### src/rtl/pid_ctrl_param_if.sv
// pid_ctrl_param_if
//   Bundles the controller's data path signals.
//   i_error        signed control error (target - measured)
//   i_not_pedaling rider stopped: clear integrator, force drive to 0
//   i_fast_sim     shortens the sample period
//   o_drv_mag      registered, clamped unsigned drive magnitude
//   o_sample_tick  one-cycle pulse per sample instant
//   o_i_sat        integrator held at its maximum value
//   master: the error/mode source.  slave: the controller.
interface pid_ctrl_param_if #(
  parameter int ERR_W = 13,
  parameter int OUT_W = 12
);
  logic signed [ERR_W-1:0] i_error;
  logic                    i_not_pedaling;
  logic                    i_fast_sim;
  logic [OUT_W-1:0]        o_drv_mag;
  logic                    o_sample_tick;
  logic                    o_i_sat;

  modport master (
    output i_error, i_not_pedaling, i_fast_sim,
    input  o_drv_mag, o_sample_tick, o_i_sat
  );

  modport slave (
    input  i_error, i_not_pedaling, i_fast_sim,
    output o_drv_mag, o_sample_tick, o_i_sat
  );
endinterface

### src/rtl/pid_ctrl_param.sv
// pid_ctrl_param
//   PID motor-drive controller for the pedal-assist path. Combines a P term,
//   a saturating integrator (I) and a multi-sample derivative (D) evaluated at
//   a decimated sample rate, and emits a clamped unsigned drive magnitude.
// Ports
//   clk    system clock
//   rst_n  asynchronous reset, active low
//   bus    pid_ctrl_param_if.slave (error, not_pedaling, fast_sim in;
//          drv_mag, sample_tick, i_sat out)
module pid_ctrl_param #(
  parameter int ERR_W   = 13,
  parameter int OUT_W   = 12,
  parameter int INT_W   = 18,
  parameter int I_SHIFT = 5,
  parameter int D_DEPTH = 2,
  parameter int D_SHIFT = 2,
  parameter int DECIM_W = 20,
  parameter int FAST_W  = 9
) (
  input  logic              clk,
  input  logic              rst_n,
  pid_ctrl_param_if.slave   bus
);
  localparam int T_W  = ERR_W + 1;           // term width
  localparam int S_W  = T_W + 2;             // P+I+D sum width
  localparam int DS_W = ERR_W + 1 + D_SHIFT; // shifted derivative width

  localparam logic [INT_W-1:0]       INT_MAX = {1'b0, {(INT_W-1){1'b1}}};
  localparam logic [INT_W-1:0]       I_LIM   = INT_W'(2**(T_W-1) - 1);
  localparam logic signed [T_W-1:0]  T_MAX   = {1'b0, {(T_W-1){1'b1}}};
  localparam logic signed [T_W-1:0]  T_MIN   = {1'b1, {(T_W-1){1'b0}}};
  localparam logic signed [DS_W-1:0] D_HI    = DS_W'(2**(T_W-1) - 1);
  localparam logic signed [DS_W-1:0] D_LO    = DS_W'(-(2**(T_W-1)));
  localparam logic signed [S_W-1:0]  O_HI    = S_W'(2**OUT_W - 1);

  typedef struct packed {
    logic [T_W-1:0] p;
    logic [T_W-1:0] i;
    logic [T_W-1:0] d;
  } terms_t;

  logic [DECIM_W-1:0]            r_cnt;
  logic                          r_tick;
  logic [INT_W-1:0]              r_integ;
  logic                          r_i_sat;
  logic [D_DEPTH-1:0][ERR_W-1:0] r_hist;
  terms_t                        r_s1;
  logic [OUT_W-1:0]              r_drv_mag;

  logic                          w_tick;
  logic                          w_np;
  logic signed [ERR_W-1:0]       w_err;
  logic signed [INT_W:0]         w_sum;
  logic [INT_W-1:0]              w_integ_nxt;
  logic [INT_W-1:0]              w_ishr;
  logic signed [T_W-1:0]         w_p;
  logic signed [T_W-1:0]         w_i;
  logic signed [T_W-1:0]         w_d;
  logic signed [ERR_W:0]         w_diff;
  logic signed [DS_W-1:0]        w_dsh;
  logic signed [S_W-1:0]         w_s;
  logic [OUT_W-1:0]              w_drv;

  assign w_err = bus.i_error;
  assign w_np  = bus.i_not_pedaling;

  // Sample instant: low counter bits all ones; fast mode only looks at FAST_W bits.
  assign w_tick = bus.i_fast_sim ? (&r_cnt[FAST_W-1:0]) : (&r_cnt);

  // Integrator update in INT_W+1 signed bits so both clamps are exact.
  assign w_sum = $signed({1'b0, r_integ}) + (INT_W+1)'(w_err);

  always_comb begin
    w_integ_nxt = r_integ;
    if (w_np)
      w_integ_nxt = '0;
    else if (w_tick) begin
      if (w_sum < 0)
        w_integ_nxt = '0;
      else if (w_sum > $signed({1'b0, INT_MAX}))
        w_integ_nxt = INT_MAX;
      else
        w_integ_nxt = w_sum[INT_W-1:0];
    end
  end

  // Terms
  assign w_p    = T_W'(w_err);
  assign w_ishr = r_integ >> I_SHIFT;
  assign w_i    = (w_ishr > I_LIM) ? T_MAX : T_W'(w_ishr);

  assign w_diff = (ERR_W+1)'(w_err) - (ERR_W+1)'($signed(r_hist[D_DEPTH-1]));
  assign w_dsh  = DS_W'(w_diff) <<< D_SHIFT;
  assign w_d    = (w_dsh > D_HI) ? T_MAX :
                  (w_dsh < D_LO) ? T_MIN : w_dsh[T_W-1:0];

  // Output stage: sum of registered terms, clamped to the unsigned range.
  assign w_s = S_W'($signed(r_s1.p)) + S_W'($signed(r_s1.i)) + S_W'($signed(r_s1.d));

  always_comb begin
    w_drv = w_s[OUT_W-1:0];
    if (w_s < 0)
      w_drv = '0;
    else if (w_s > O_HI)
      w_drv = '1;
  end

  always_ff @(posedge clk or negedge rst_n) begin
    if (!rst_n) begin
      r_cnt     <= '0;
      r_tick    <= 1'b0;
      r_integ   <= '0;
      r_i_sat   <= 1'b0;
      r_hist    <= '0;
      r_s1      <= '0;
      r_drv_mag <= '0;
    end else begin
      r_cnt   <= r_cnt + 1'b1;
      r_tick  <= w_tick;
      r_integ <= w_integ_nxt;
      // Compared on the next value so i_sat lines up with the integrator register.
      r_i_sat <= (w_integ_nxt == INT_MAX);
      // History keeps shifting even while the rider is stopped.
      if (w_tick) begin
        for (int k = 1; k < D_DEPTH; k++)
          r_hist[k] <= r_hist[k-1];
        r_hist[0] <= w_err;
      end
      r_s1      <= '{p: w_p, i: w_i, d: w_d};
      r_drv_mag <= w_np ? '0 : w_drv;
    end
  end

  assign bus.o_drv_mag     = r_drv_mag;
  assign bus.o_sample_tick = r_tick;
  assign bus.o_i_sat       = r_i_sat;
endmodule
### src/flat_wrapper.sv
// flat-port wrapper written by rule: the top's interface ports become plain ports
module pid_ctrl_param_flat 
#(
  parameter int ERR_W   = 13,
  parameter int OUT_W   = 12,
  parameter int INT_W   = 18,
  parameter int I_SHIFT = 5,
  parameter int D_DEPTH = 2,
  parameter int D_SHIFT = 2,
  parameter int DECIM_W = 20,
  parameter int FAST_W  = 9
)
  (clk, rst_n, bus_i_error, bus_i_not_pedaling, bus_i_fast_sim, bus_o_drv_mag, bus_o_sample_tick, bus_o_i_sat);
  pid_ctrl_param_if #(.ERR_W(ERR_W), .OUT_W(OUT_W)) bus_i ();
  input  logic clk;
  input  logic rst_n;
  input wire logic [$bits(bus_i.i_error)-1:0] bus_i_error;
  input wire logic [$bits(bus_i.i_not_pedaling)-1:0] bus_i_not_pedaling;
  input wire logic [$bits(bus_i.i_fast_sim)-1:0] bus_i_fast_sim;
  output wire logic [$bits(bus_i.o_drv_mag)-1:0] bus_o_drv_mag;
  output wire logic [$bits(bus_i.o_sample_tick)-1:0] bus_o_sample_tick;
  output wire logic [$bits(bus_i.o_i_sat)-1:0] bus_o_i_sat;
  assign bus_i.i_error = bus_i_error;
  assign bus_i.i_not_pedaling = bus_i_not_pedaling;
  assign bus_i.i_fast_sim = bus_i_fast_sim;
  assign bus_o_drv_mag = bus_i.o_drv_mag;
  assign bus_o_sample_tick = bus_i.o_sample_tick;
  assign bus_o_i_sat = bus_i.o_i_sat;
  pid_ctrl_param #(.ERR_W(ERR_W), .OUT_W(OUT_W), .INT_W(INT_W), .I_SHIFT(I_SHIFT), .D_DEPTH(D_DEPTH), .D_SHIFT(D_SHIFT), .DECIM_W(DECIM_W), .FAST_W(FAST_W)) u_core (.clk(clk), .rst_n(rst_n), .bus(bus_i));
endmodule
### config.mk
export PLATFORM = sky130hd
export DESIGN_NAME = pid_ctrl_param_flat
export DESIGN_NICKNAME = d
export VERILOG_FILES = /design/src/rtl/pid_ctrl_param_if.sv /design/src/rtl/pid_ctrl_param.sv /design/src/flat_wrapper.sv
export SDC_FILE = /design/constraint.sdc
export NUM_CORES = 1
export LEC_CHECK = 0
export BUFFER_PORTS_ARGS = -buffer_cell sky130_fd_sc_hd__buf_2
export CAP_MARGIN = 10
export CELL_PAD_IN_SITES_DETAIL_PLACEMENT = 0
export CELL_PAD_IN_SITES_GLOBAL_PLACEMENT = 1
export CORE_ASPECT_RATIO = 0.75
export CORE_UTILIZATION = 45
export CTS_BUF_LIST = sky130_fd_sc_hd__clkbuf_4
export DETAILED_ROUTE_END_ITERATION = 6
export PLACE_DENSITY_LB_ADDON = 0.1
export SYNTH_ARGS = -nofsm -noshare
export SYNTH_HDL_FRONTEND = slang
export SYNTH_SLANG_ARGS = --single-unit
### constraint.sdc
create_clock -name clk -period 3.2 [get_ports clk]
set_input_delay 0.48 -clock clk [delete_from_list [all_inputs] [get_ports clk]]
set_output_delay 0.48 -clock clk [all_outputs]
set_load 0.05 [all_outputs]
* Word-level counts from Yosys, hierarchy flattened
Index checks and enable logic that the tools add are counted.
Cells by class: add/subtract/negate cells 5, $lt $le $gt $ge 7, eq/ne operators 1, mux-type cells 11, reductions and logical operators 2
Operator list (count):
- $mux 18 | 4
- $mux 12 | 3
- $mux 14 | 2
- $add 20x1->20 const B | 1
- $reduce_and 20->1 | 1
- $add 19x13->19 | 1
- $gt 19x18->1 const B | 1
- $lt 19x1->1 const B | 1
- $eq 18x17->1 const B | 1
- $add 15x14->16 | 1
- $gt 16x13->1 const B | 1
- $gt 16x14->1 const B | 1
- $lt 16x1->1 const B | 1
- $lt 16x14->1 const B | 1
- $add 13x14->15 | 1
- $sub 13x13->14 | 1
- $gt 13x13->1 const B | 1
- $mux 13 | 1
- $reduce_and 9->1 | 1
- $mux 1 | 1
Storage, ports and cells: register bits after elaboration 118, bits of input ports 17, output and inout port bits 14, word-level logic and storage cells 36

* Longest topological paths before layout
depth in word-level cells 7, mapped depth 13, depth with buffers taken out 13

* Worst setup path before layout
OpenSTA, ideal clock, no wires.
path kind register to register, from register u_core.r_s1[1] (netlist name), to register u_core.r_drv_mag[10], in the netlist u_core.bus.o_drv_mag[10], library setup time 136 ps, arrival time 3368 ps, required time 3064 ps, setup slack -304 ps, cell stages (with the launch flop) 13, path buffers 0, period minus slack after synthesis 3504 ps, path through dfrtp_1 > fa_1 > ha_1 > fa_1 > a21oi_1 > o211ai_1 > o41ai_1 > o21ai_0 > nor2_1 > nor3_1 > or3_1 > nor2_2 > a21oi_1
On the way: word-level cells in the longest chain between the ends 5, elaborated cells on any way between the ends 6, classes of those cells 1 x add/sub; 2 x order compare; 3 x mux
RTL lines:
- start: declaration | RTL line pid_ctrl_param.sv:47 | terms_t r_s1;
- start signal: assignment | RTL line pid_ctrl_param.sv:129 | r_s1 <= '{p: w_p, i: w_i, d: w_d};
- $add 15x14->16 (*) | RTL line pid_ctrl_param.sv:98 | assign w_s = S_W'($signed(r_s1.p)) + S_W'($signed(r_s1.i)) + S_W'($signed(r_s1.d));
- $gt 16x13->1 | RTL line pid_ctrl_param.sv:104 | else if (w_s > O_HI)
- $mux 12 | RTL line pid_ctrl_param.sv:104
- $mux 12 (*) | RTL line pid_ctrl_param.sv:102 | if (w_s < 0)
- $mux 12 (*) | RTL line pid_ctrl_param.sv:130 | r_drv_mag <= w_np ? '0 : w_drv;
- end signal: assignment | RTL line pid_ctrl_param.sv:130
- end: declaration | RTL line pid_ctrl_param.sv:48 | logic [OUT_W-1:0] r_drv_mag;
Mark *: on every way between the ends. The rest lies on a longest branch, timed or not. A chain may end at the register's enable or synchronous reset.

* Final worst setup path
from register u_core.r_s1[1] (netlist name), to register u_core.r_drv_mag[6], in the netlist u_core.bus.o_drv_mag[6]
The elaborated chain is that of the path after synthesis.

==> impl_metrics.yaml <==
setup_path:
  cp-end-kind: "register"
  crit_top_cell: "a21oi_2"
  reg2regPathDepth: 13
  crit_fanout: 5
  critPathKind: "reg2reg"
  worst_path_max_delay_cell: "fa_1"
  startpoint_type: "register"
  cp_cell_sequence: "fa_1, ha_4, fa_2, a21oi_2, o211ai_1, o41ai_2, buf_4, o21ai_2, nor2_1, nor3_1, or3_4, nor2_4, a21oi_2"
  required_ns: 3.60
  cpPeakStageDelay_ns: 0.53
  worst_ep_arrival_time_ns: 3.62
clock_network:
  cts_tree: "yes"
  h-tree-depth: 4
  cts_buffers: 17
  clockBufferDepth: 2
  cts_sinks: 117
  cts-root-buf: "clkbuf_4"
  insertion_delay_ns: 0.53
  clk_pin_slew_ns: 0.10
route:
  finalWirelength_um: 16500
  vias_per_cell: 5.29
  drc: 0
  num_vias: 5226
  final_antenna_net_count: 0
  wire_per_inst_um: 16.7
  drtIter0Drc: 370
  drtPass1Iterations: 4
sta:
  final_max_slew_viol_count: 0
  layout_setup_ws_ns: -0.0141
  setup_viol: 5
  layout_min_cycle_time_ns: 3.21
  whs_ns: 0.132
  period_share_pct: 100
  tightest_slew_ns: 0.741
  fin_skew_ns: 0.0146
  max_freq_ghz: 0.311
  max_slew_margin_pct: 50.6
  hold_viol_final: 0
  rsz0062_at_grt: "true"
status:
  outcome: "finished, violations left"
  violations: "setup timing"
global_routing:
  grt_pass1_wl_um: 27000
  antenna_found_initial: 0
  grt_max_degree: 64
  grt_usage_pct: 23.7
  grt_overflow: 0
  grt_pass1_vias: 5154
logic_synthesis:
  synthFlopType: "dfrtp_1"
  synth_edf_count: 0
  syn_area_um2: 6730
  ys_seq_area_share_pct: 43.5
  yosysWarningCount: 0
  synth_nets: 771
  ys_ff_latch: 117
  synth.distinct_cells: 66
  syn_avg_cell_area_um2: 9.75
  async_flop_share_pct: 100
  synth_cells: 690
cells_and_area:
  layout-drive-gt1-share_pct: 20.8
  layout.nets: 857
  final_area_um2: 7940
  antenna_cells: 0
  areaGrowthSynthToFinish_pct: 18.1
floorplanning:
  rows: 38
  pin_count: 31
  start_util_pct: 46.2
  die_area_um2: 15400
  core_area_um2: 14500
  die_w_um: 143
  die_y_um: 108
power:
  powerDensity_nw_per_um2: 413
  power.leakage_nw: 3.87
  ir_drop_uv: 189
  p_total_w: 0.00328
worst_hold_path:
  worst_hold_path_type: "in2reg"
  whs_path_depth: 1
placed_design:
  gp_congestion: 0.901
  hpwl_um: 12600
  io_buffers: 30
  placed_area_um2: 7480
run:
  max-cap-violations: 0
synth_stat cells, drive strengths merged, types with 3 or more instances:
master / number / area [µm²]
a41oi: 4 / 35.0
and3: 7 / 43.8
nor4: 4 / 40.0
nand2: 101 / 379
nand3: 18 / 90.1
nor3: 18 / 90.1
a31o: 3 / 26.3
inv: 32 / 120
xnor2: 31 / 272
o21bai: 3 / 22.5
o211ai: 7 / 52.6
o21ai: 35 / 179
and4: 3 / 26.3
nand4: 6 / 52.6
o21a: 10 / 75.1
dfrtp: 117 / 2930
clkbuf: 22 / 82.6
a21oi: 47 / 239
fa: 16 / 320
nand2b: 9 / 56.3
nor2: 50 / 190
ha: 48 / 601
or3: 6 / 37.5
a211oi: 5 / 37.5
and2: 4 / 25.0
xor2: 19 / 166
buf: 5 / 35.0
a21o: 18 / 135
nor2b: 4 / 25.0
where the power goes:
part	total (W)	internal (W)	switching (W)
clock	0.00102	0.000476	0.000542
sequential	0.00154	0.00152	0.0000207
combinational	0.000718	0.000284	0.000434
total	0.00328	0.00228	0.000997
final timing paths:
check / from / end / slack (ns)
min: bus_i_error[2] / u_core.r_s1[30]$_DFF_PN0_ / 0.13
min reg2reg: u_core.r_integ[14]$_DFF_PN0_ / u_core.r_s1[23]$_DFF_PN0_ / 0.44
min in group asynchronous: rst_n / u_core.r_hist[25]$_DFFE_PN0P_ / 0.54
max in group asynchronous: rst_n / u_core.r_integ[11]$_DFF_PN0_ / 1.86
max reg2reg: u_core.r_s1[1]$_DFF_PN0_ / u_core.bus.o_drv_mag[6]$_DFF_PN0_ / -0.01
max: u_core.r_s1[1]$_DFF_PN0_ / u_core.bus.o_drv_mag[6]$_DFF_PN0_ / -0.01
critical path: cells and delay by family (launching register included):
kind                       cells  cell delay [ns]
adders and majority gates      3             1.07
AOI/OAI and AO/OA              5             0.66
buffers and inverters          1             0.19
DFF                            1             0.41
and+or+nand+nor                4             0.75
repair_timing:
| action | CTS | global route |
|---|---|---|
| endpoints found under the setup margin | 12 | 13 |
| hold buffers | 1 | 0 |
| hold endpoints to repair | 2 | 0 |
| resized for setup | 7 | 25 |
| buffers inserted | 1 | 4 |
| pin swaps | 5 | 9 |
| gates cloned | 1 | 0 |
layer usage:
layer / GRT usage, % / wire length [µm] / vias up
li1: - / - / 2579
met1: 35.4 / 8610 / 2504
met2: 34.1 / 7020 / 128
met3: 5.25 / 648 / 15
met4: 6.84 / 214 / 0
met5: 0 / 0 / -
final cells by class:
type | instances | area, µm²
clock buffer | 20 | 150
multi-input combinational | 515 | 3730
clock inverter | 10 | 110
fill | 1321 | 6610
sequential | 117 | 2930
inverter | 32 | 120
tap | 200 | 250
timing repair buffer | 93 | 653
logic make-up (layout without fill, tap and decap cells):
group | after synthesis | in the layout | synth area share [%]
AOI/OAI and AO/OA | 159 | 159 | 15.6
DFF | 117 | 117 | 43.5
and+or+nand+nor | 238 | 239 | 16.7
buffers and inverters | 59 | 155 | 3.53
muxes | 3 | 3 | 0.465
xor gates and xnor gates | 50 | 50 | 6.51
adders and majority gates | 64 | 64 | 13.7
layout by cell type (no fill, tap or decap), drive strengths merged, types with 3 or more instances in the layout:
cell    synthesis  routed
nand3          18      18
a211oi          5       5
o21bai          3       3
nor2b           4       4
nand2         101     101
nand4           6       6
a21oi          47      47
a31o            3       3
a41oi           4       4
clkbuf         22      20
buf             5      92
or3             6       6
nor3           18      18
xor2           19      19
o21ai          35      35
nand2b          9       9
dfrtp         117     117
and4            3       3
xnor2          31      31
a21o           18      18
nor2           50      51
clkinv          0       8
o211ai          7       7
and3            7       7
inv            32      32
fa             16      16
nor4            4       4
and2            4       4
o21a           10      10
ha             48      48
registers in the layout, indices dropped and copies added (netlist names):
| signal | flops |
|---|---|
| u_core.bus.o_sample_tick | 1 |
| u_core.bus.o_drv_mag | 12 |
| u_core.r_hist | 26 |
| u_core.bus.o_i_sat | 1 |
| u_core.r_integ | 18 |
| u_core.r_s1 | 39 |
| u_core.r_cnt | 20 |
per-stage QoR:
stage	cells	utilization, %	worst slack (ns)	TNS (ns)
after floorplan	690	-	0.00665	0
after global placement	951	51.4	-0.0625	-0.495
after detailed placement	951	51.4	-0.141	-1.65
after CTS	984	53.6	0.00497	0
after global routing	987	54.6	-0.170	-1.83
final	987	54.6	-0.0141	-0.0602
(Power assumes the default switching activity.)
